==> src/rtl/sd_spi_responder_if.sv <==
// sd_spi_responder_if: SPI link plus block-memory read port between the host side and the SD card responder.
interface sd_spi_responder_if;
  logic spi_cs;
  logic spi_clk;
  logic spi_mosi;
  logic spi_miso;
  logic [8:0] mem_rd_addr;
  logic [7:0] mem_rd_data;
  logic [31:0] blk_addr;
  logic card_idle;
  logic busy_rd;
  modport master (
    output spi_cs, spi_clk, spi_mosi, mem_rd_data,
    input spi_miso, mem_rd_addr, blk_addr, card_idle, busy_rd
  );
  modport slave (
    input spi_cs, spi_clk, spi_mosi, mem_rd_data,
    output spi_miso, mem_rd_addr, blk_addr, card_idle, busy_rd
  );
endinterface

==> src/rtl/sd_spi_responder.sv <==
// sd_spi_responder: SPI-mode SD card model answering init commands and streaming CMD17 blocks from a byte memory.
module sd_spi_responder #(
  parameter int NCR = 1,
  parameter int NAC = 2,
  parameter int INIT_RETRIES = 2
) (
  input logic iclk,
  input logic rst,
  sd_spi_responder_if.slave bus
);
  typedef enum logic [2:0] {ST_RX, ST_NCR, ST_RESP, ST_NAC, ST_TOKEN, ST_DATA, ST_CRC} state_t;
  state_t state, state_nxt;
  logic [1:0] cs_s, mosi_s;
  logic [2:0] sck_s;
  logic cs_q, cs_rise, rise, fall, byte_done;
  logic [2:0] cnt;
  logic [9:0] n;
  logic [6:0] rx_sh;
  logic [7:0] rx_byte, tx_sh, tx_byte, r1, retry;
  logic [37:0] frame;
  logic [5:0] idx;
  logic miso, idle, app, r7, rd, busy;
  logic [8:0] rd_addr;
  logic [31:0] blk;
  assign cs_rise = cs_s[1] & ~cs_q;
  assign rise = ~cs_s[1] & sck_s[1] & ~sck_s[2];
  assign fall = ~cs_s[1] & ~sck_s[1] & sck_s[2];
  assign byte_done = rise & (cnt == 3'd7);
  assign rx_byte = {rx_sh, mosi_s[1]};
  assign idx = frame[37:32];
  assign bus.spi_miso = miso;
  assign bus.mem_rd_addr = rd_addr;
  assign bus.blk_addr = blk;
  assign bus.card_idle = idle;
  assign bus.busy_rd = busy;
  always_ff @(posedge iclk) begin
    if (rst) begin
      cs_s <= 2'b11;
      cs_q <= 1'b1;
      sck_s <= 3'b000;
      mosi_s <= 2'b11;
    end else begin
      cs_s <= {cs_s[0], bus.spi_cs};
      cs_q <= cs_s[1];
      sck_s <= {sck_s[1:0], bus.spi_clk};
      mosi_s <= {mosi_s[0], bus.spi_mosi};
    end
  end
  always_ff @(posedge iclk) state <= rst ? ST_RX : state_nxt;
  // tx_byte is the byte that goes out next, loaded on the falling edge after a byte completes
  always_comb begin
    state_nxt = state;
    tx_byte = 8'hFF;
    case (state)
      ST_RX: if (byte_done && n == 10'd5) state_nxt = ST_NCR;
      ST_NCR: if (byte_done && n == 10'(NCR - 1)) state_nxt = ST_RESP;
      ST_RESP: begin
        tx_byte = n == 10'd0 ? r1 : n == 10'd3 ? 8'h01 : n == 10'd4 ? frame[7:0] : 8'h00;
        if (byte_done && !(r7 && n < 10'd4)) state_nxt = rd ? ST_NAC : ST_RX;
      end
      ST_NAC: if (byte_done && n == 10'(NAC - 1)) state_nxt = ST_TOKEN;
      ST_TOKEN: begin
        tx_byte = 8'hFE;
        if (byte_done) state_nxt = ST_DATA;
      end
      ST_DATA: begin
        tx_byte = bus.mem_rd_data;
        if (byte_done && n == 10'd511) state_nxt = ST_CRC;
      end
      ST_CRC: if (byte_done && n == 10'd1) state_nxt = ST_RX;
      default: state_nxt = ST_RX;
    endcase
    if (cs_rise) state_nxt = ST_RX;
  end
  always_ff @(posedge iclk) begin
    if (rst) begin
      cnt <= 3'd0;
      n <= 10'd0;
      rx_sh <= 7'd0;
      tx_sh <= 8'hFF;
      miso <= 1'b1;
      frame <= '0;
      r1 <= 8'hFF;
      r7 <= 1'b0;
      rd <= 1'b0;
      idle <= 1'b1;
      app <= 1'b0;
      retry <= 8'd0;
      rd_addr <= 9'd0;
      blk <= 32'd0;
      busy <= 1'b0;
    end else if (cs_rise) begin
      cnt <= 3'd0;
      n <= 10'd0;
      tx_sh <= 8'hFF;
      miso <= 1'b1;
      busy <= 1'b0;
    end else begin
      if (rise) begin
        cnt <= cnt + 3'd1;
        rx_sh <= rx_byte[6:0];
      end
      if (fall) begin
        miso <= cnt == 3'd0 ? tx_byte[7] : tx_sh[7];
        tx_sh <= cnt == 3'd0 ? {tx_byte[6:0], 1'b1} : {tx_sh[6:0], 1'b1};
        if (cnt == 3'd0 && state == ST_DATA) rd_addr <= rd_addr + 9'd1;
      end
      if (byte_done) begin
        // n counts bytes within the current phase; in RX it only runs once a 01xxxxxx start byte is seen
        n <= (state != state_nxt || (state == ST_RX && n == 10'd0 && rx_byte[7:6] != 2'b01)) ? 10'd0 : n + 10'd1;
        if (state == ST_RX && n != 10'd5) frame <= {frame[29:0], rx_byte};
        if (state == ST_NAC && state_nxt == ST_TOKEN) rd_addr <= 9'd0;
        if (state == ST_CRC && n == 10'd1) busy <= 1'b0;
        if (state == ST_RX && n == 10'd5) begin
          r7 <= idx == 6'd8;
          rd <= 1'b0;
          app <= idx == 6'd55;
          case (idx)
            6'd0: begin
              r1 <= 8'h01;
              idle <= 1'b1;
              retry <= 8'd0;
            end
            6'd8: r1 <= 8'h01;
            6'd55: r1 <= {7'd0, idle};
            6'd41: begin
              if (!app) r1 <= {5'd0, 2'b10, idle};
              else if (retry < 8'(INIT_RETRIES)) begin
                r1 <= 8'h01;
                retry <= retry + 8'd1;
              end else begin
                r1 <= 8'h00;
                idle <= 1'b0;
              end
            end
            6'd17: begin
              r1 <= idle ? 8'h05 : 8'h00;
              rd <= ~idle;
              if (!idle) begin
                blk <= frame[31:0];
                busy <= 1'b1;
              end
            end
            default: r1 <= {5'd0, 2'b10, idle};
          endcase
        end
      end
    end
  end
endmodule

==> src/flat_wrapper.sv <==
// flat-port wrapper written by rule: the top's interface ports become plain ports
module sd_spi_responder_flat 
#(
  parameter int NCR = 1,
  parameter int NAC = 2,
  parameter int INIT_RETRIES = 2
)
  (iclk, rst, bus_spi_cs, bus_spi_clk, bus_spi_mosi, bus_mem_rd_data, bus_spi_miso, bus_mem_rd_addr, bus_blk_addr, bus_card_idle, bus_busy_rd);
  sd_spi_responder_if bus_i ();
  input logic iclk;
  input logic rst;
  input wire logic [$bits(bus_i.spi_cs)-1:0] bus_spi_cs;
  input wire logic [$bits(bus_i.spi_clk)-1:0] bus_spi_clk;
  input wire logic [$bits(bus_i.spi_mosi)-1:0] bus_spi_mosi;
  input wire logic [$bits(bus_i.mem_rd_data)-1:0] bus_mem_rd_data;
  output wire logic [$bits(bus_i.spi_miso)-1:0] bus_spi_miso;
  output wire logic [$bits(bus_i.mem_rd_addr)-1:0] bus_mem_rd_addr;
  output wire logic [$bits(bus_i.blk_addr)-1:0] bus_blk_addr;
  output wire logic [$bits(bus_i.card_idle)-1:0] bus_card_idle;
  output wire logic [$bits(bus_i.busy_rd)-1:0] bus_busy_rd;
  assign bus_i.spi_cs = bus_spi_cs;
  assign bus_i.spi_clk = bus_spi_clk;
  assign bus_i.spi_mosi = bus_spi_mosi;
  assign bus_i.mem_rd_data = bus_mem_rd_data;
  assign bus_spi_miso = bus_i.spi_miso;
  assign bus_mem_rd_addr = bus_i.mem_rd_addr;
  assign bus_blk_addr = bus_i.blk_addr;
  assign bus_card_idle = bus_i.card_idle;
  assign bus_busy_rd = bus_i.busy_rd;
  sd_spi_responder #(.NCR(NCR), .NAC(NAC), .INIT_RETRIES(INIT_RETRIES)) u_core (.iclk(iclk), .rst(rst), .bus(bus_i));
endmodule
==> config.mk <==
export PLATFORM = sky130hd
export DESIGN_NAME = sd_spi_responder_flat
export DESIGN_NICKNAME = d
export VERILOG_FILES = /design/src/rtl/sd_spi_responder_if.sv /design/src/rtl/sd_spi_responder.sv /design/src/flat_wrapper.sv
export SDC_FILE = /design/constraint.sdc
export NUM_CORES = 1
export LEC_CHECK = 0
export CORE_UTILIZATION = 56
export CTS_CLUSTER_SIZE = 40
export DETAILED_ROUTE_END_ITERATION = 7
export GPL_ROUTABILITY_DRIVEN = 0
export MAX_ROUTING_LAYER = met4
export PLACE_DENSITY = 0.79
export SYNTH_ARGS = -nofsm -noshare
export SYNTH_HDL_FRONTEND = slang
export SYNTH_SLANG_ARGS = --single-unit
==> constraint.sdc <==
create_clock -name iclk -period 3.1 [get_ports iclk]
set_input_delay 0.62 -clock iclk [delete_from_list [all_inputs] [get_ports iclk]]
set_output_delay 0.62 -clock iclk [all_outputs]
set_load 0.01 [all_outputs]
==> impl.org <==
** Status
- The run finished with clean final reports.

** Floorplanning
- Number of ports placed on the die boundary :: 57
- Total die area :: 10,400 sq um
- The core region is 9730 sq um.
- For this configuration, the core starts out at a cell density of 0.575.
- The die is 102 um wide.
- The floorplan step set the die height to 102 um.
- Row cnt :: 36

** CTS
- Post-cts resize count :: 0
- Clock latency on the worst-skew pair :: 520 ps
- Clk root buf :: sky130_fd_sc_hd__clkbuf_8
- TritonCTS clock tree :: done
- Clock transition at the register clock pins on the worst setup and hold paths after CTS :: 60 ps
- The H-tree generated during clock tree synthesis spans 4 levels.
- Number of buffers inserted by hold repair at cts :: 0
- The clock drives 134 sinks.
- Clock tree synthesis inserted a total of 17 buffers.
- The clock passes through at most 2 buffers.
- The number of setup buffers added after CTS is 0.

** Logic synthesis
- Netlist area before placement :: 5590 sq um
- Flop and latch count out of synthesis :: 134
- Top FF cell, synth :: sky130_fd_sc_hd__dfxtp_1
- Sequential area share after synthesis :: 0.480
- Number of enable flip-flop cells after synthesis :: 0
- Post-synthesis cell type count :: 58
- In the synthesized netlist the async set-or-reset flop fraction comes to 0.
- Yosys warning total :: 0
- A synthesized cell averages 8.17 sq um.
- Synthesis produced a netlist whose cell count is 685.
- The number of nets handed over by synthesis was 706.

** Layout
- Net count of the finished layout :: 752
- # fillers :: 771
- Area occupied by multi-input gates :: 2710 sq um
- The number of antenna diodes in the final layout is 0.
- Post-route design area :: 6810 sq um
- Fraction of final layout cells sized beyond drive strength 1 :: 0.0793
- Compared with the post-synthesis result, the final layout area differs by 21.7%.
- Most common cell after layout, fill and taps aside :: sky130_fd_sc_hd__nand2_1
- Most used cells in the layout excluding fill and tap cells :: 182 x sky130_fd_sc_hd__nand2_1, 134 x sky130_fd_sc_hd__dfxtp_1, 113 x sky130_fd_sc_hd__a21oi_1
- Summing all flip-flop and latch instances after layout gives 2680 sq um.
- Non-filler instance count after layout :: 877

** GRT
- Antenna violations before repair :: 0
- Number of global-route vias before repair :: 4,706
- In the global route stage, overall resource usage came out at 0.280.
- Maximum number of pins on one net before global-route repair :: 97
- Global-route wire length before repair :: 22.2 mm
- After global routing the overflow that remains totals 0.

** STA
- For the pin with the worst max-slew slack, the measured transition is 943 ps.
- Final clock period utilization by the worst path :: 0.889
- Subtracting the final worst setup slack from the clock period gives 2750 ps.
- The clock arrives with 8.07 ps of skew.
- Worst hold slack :: 390 ps
- In this run the tightest slew margin relative to its limit is 0.372.
- Setup violations remaining at the end of the flow were counted as 0.
- Setup repair after global routing left no endpoint under its margin.
- Static timing analysis puts the maximum clock frequency at 363 MHz.
- Final Hold Fails :: 0
- After routing, the total negative slack on setup checks comes to 0 ps.
- The count of final max-slew check failures is 0.

** Setup path
- For the worst flop-to-flop path, the logic depth is 9.
- Kind of cell adding the most delay to the critical path :: compound AO/OA/AOI/OAI gates
- The worst setup path is of the register to register kind.
- WP depth :: 9
- STA classifies the critical path startpoint as a register.
- For this run, the slowest stage of the critical path takes 380 ps.
- For the worst setup path, the data arrival time is 3130 ps.
- The worst setup path is captured at a register.
- Total buffers and inverters traversed by the critical path :: 1
- Cell occurring most often along the worst timing path :: sky130_fd_sc_hd__ha_1
- Critical path's slowest cell :: sky130_fd_sc_hd__nor4bb_1
- Ordered list of cells on the worst path :: ha_1 > ha_1 > nor4bb_1 > buf_4 > a41oi_1 > a41o_1 > a221o_1 > a31oi_2 > a21oi_1
- CP Max Fanout :: 11
- Required @ worst endpoint :: 3480 ps

** Placed design
- After detailed placement, the design holds a cell count of 845.
- Total half-perimeter wirelength after legalization and detailed placement :: 8.62 mm
- In this run the tool buffered the top-level ports with 56 buffer cells.
- The placed instances occupy a cell area of 6230 sq um.

** Power
- For this design the static power due to leakage is 2.34 nW.
- In this run the power density over the cells is 549 nW/um^2.
- Maximum ir drop on the vdd rail :: 298 uV

** Route
- For this block, the routed nets add up to 13.3 mm of wire.
- Routed len/inst :: 15.2 um
- After detailed routing, the number of remaining DRC violations is 0.
- After the first detailed-routing iteration, the DRC count stood at 296.
- Vias :: 5,070
- Before antenna repair, the detailed router went through 6 iterations.
- Dividing the detail-routed via count by the number of cells gives 5.78.
- Remaining antenna violation count after routing :: 0

** Worst hold path
- Hold Path Class :: input pin to register
- The worst hold path was traced through 2 stages.

** Run
- The tool flagged a number of max-cap violations equal to 0.
==> registers in the layout (all words and copies together) (netlist names), 3 cells and up <==
register                count
u_core.retry                8
u_core.rx_sh                7
u_core.r1                   3
u_core.bus.mem_rd_addr      9
u_core.n                   10
u_core.bus.blk_addr        32
u_core.sck_s                3
u_core.tx_sh                7
u_core.frame               38
u_core.state                3
u_core.cnt                  3
==> Yosys cell counts, types with 4 or more instances <==
master	count	area share
sky130_fd_sc_hd__a21oi_1	113	0.10
sky130_fd_sc_hd__a221oi_1	8	0.013
sky130_fd_sc_hd__a41oi_1	4	0.0063
sky130_fd_sc_hd__and2_1	4	0.0045
sky130_fd_sc_hd__and3_1	5	0.0056
sky130_fd_sc_hd__buf_2	6	0.0054
sky130_fd_sc_hd__buf_6	4	0.0081
sky130_fd_sc_hd__clkbuf_1	27	0.018
sky130_fd_sc_hd__dfxtp_1	134	0.48
sky130_fd_sc_hd__ha_1	8	0.018
sky130_fd_sc_hd__inv_1	8	0.0054
sky130_fd_sc_hd__nand2_1	182	0.12
sky130_fd_sc_hd__nand2b_1	10	0.011
sky130_fd_sc_hd__nand3_1	14	0.013
sky130_fd_sc_hd__nand4_1	8	0.0089
sky130_fd_sc_hd__nor2_1	34	0.023
sky130_fd_sc_hd__nor2b_1	9	0.010
sky130_fd_sc_hd__nor3_1	6	0.0054
sky130_fd_sc_hd__nor3b_1	4	0.0054
sky130_fd_sc_hd__nor4_1	5	0.0056
sky130_fd_sc_hd__o21ai_0	11	0.0098
sky130_fd_sc_hd__o31ai_1	7	0.0094
sky130_fd_sc_hd__or2_2	6	0.0067
sky130_fd_sc_hd__or3_1	4	0.0045
sky130_fd_sc_hd__xnor2_1	8	0.013
sky130_fd_sc_hd__xor2_1	10	0.016
==> routing by layer <==
layer  vias up  track usage  wire [um]
met2       185        0.456       6700
li1       2456            -          -
met1      2402        0.336       5610
met4         0        0.107        244
met3        27       0.0677        761
met5         -            -          0
==> worst reg2reg max path, delay by kind of cell (launching register included) <==
family                     cells  cell delay, ps
and+or+nand+nor                1             380
AOI/OAI and AO/OA              5            1280
DFF                            1             370
adders and majority gates      2             350
buffers and inverters          1             250
==> logic make-up after synthesis <==
family | share of synthesized area
compound gates | 0.177
xor+xnor | 0.0282
fa+ha+maj | 0.0179
buf+inv | 0.0389
flops | 0.480
mux | 0.00179
simple gates | 0.256
==> stage by stage <==
stage               setup WS [ps]  utilization  power [W]
CTS                           369        0.700    0.00376
finish                        345        0.700    0.00374
detailed placement            390        0.640    0.00182
floorplan                     657            -    0.00180
global route                  113        0.700    0.00385
global placement              494        0.640    0.00182
==> final timing paths <==
| check | from | endpoint | slack, ps |
|---|---|---|---|
| min | rst | u_core.cs_q$_SDFF_PP1_ | 390 |
| max reg2reg | u_core.cnt[0]$_SDFFE_PP0P_ | u_core.n[1]$_SDFFE_PP0P_ | 350 |
| max | u_core.cnt[0]$_SDFFE_PP0P_ | u_core.n[1]$_SDFFE_PP0P_ | 350 |
| min reg2reg | u_core.cs_s[0]$_SDFF_PP1_ | u_core.cs_s[1]$_SDFF_PP1_ | 420 |
==> power by group <==
| group | internal (W) | leakage, nW | switching (W) | total (W) |
|---|---|---|---|---|
| registers | 0.00173 | 1.08 | 0.00000404 | 0.00173 |
| logic | 0.0000217 | 0.980 | 0.0000348 | 0.0000565 |
| clock network | 0.00118 | 0.275 | 0.000769 | 0.00195 |
==> area by class of cell <==
cell class	count	share of cell area
multi-input cells	503	0.398
flip-flops and latches	134	0.394
repair buffers	67	0.0937
clock buffers	20	0.0640
well taps	133	0.0244
clock inverters	12	0.0210
inverters	8	0.00441
Note: power is estimated with default switching activity, not from simulation.
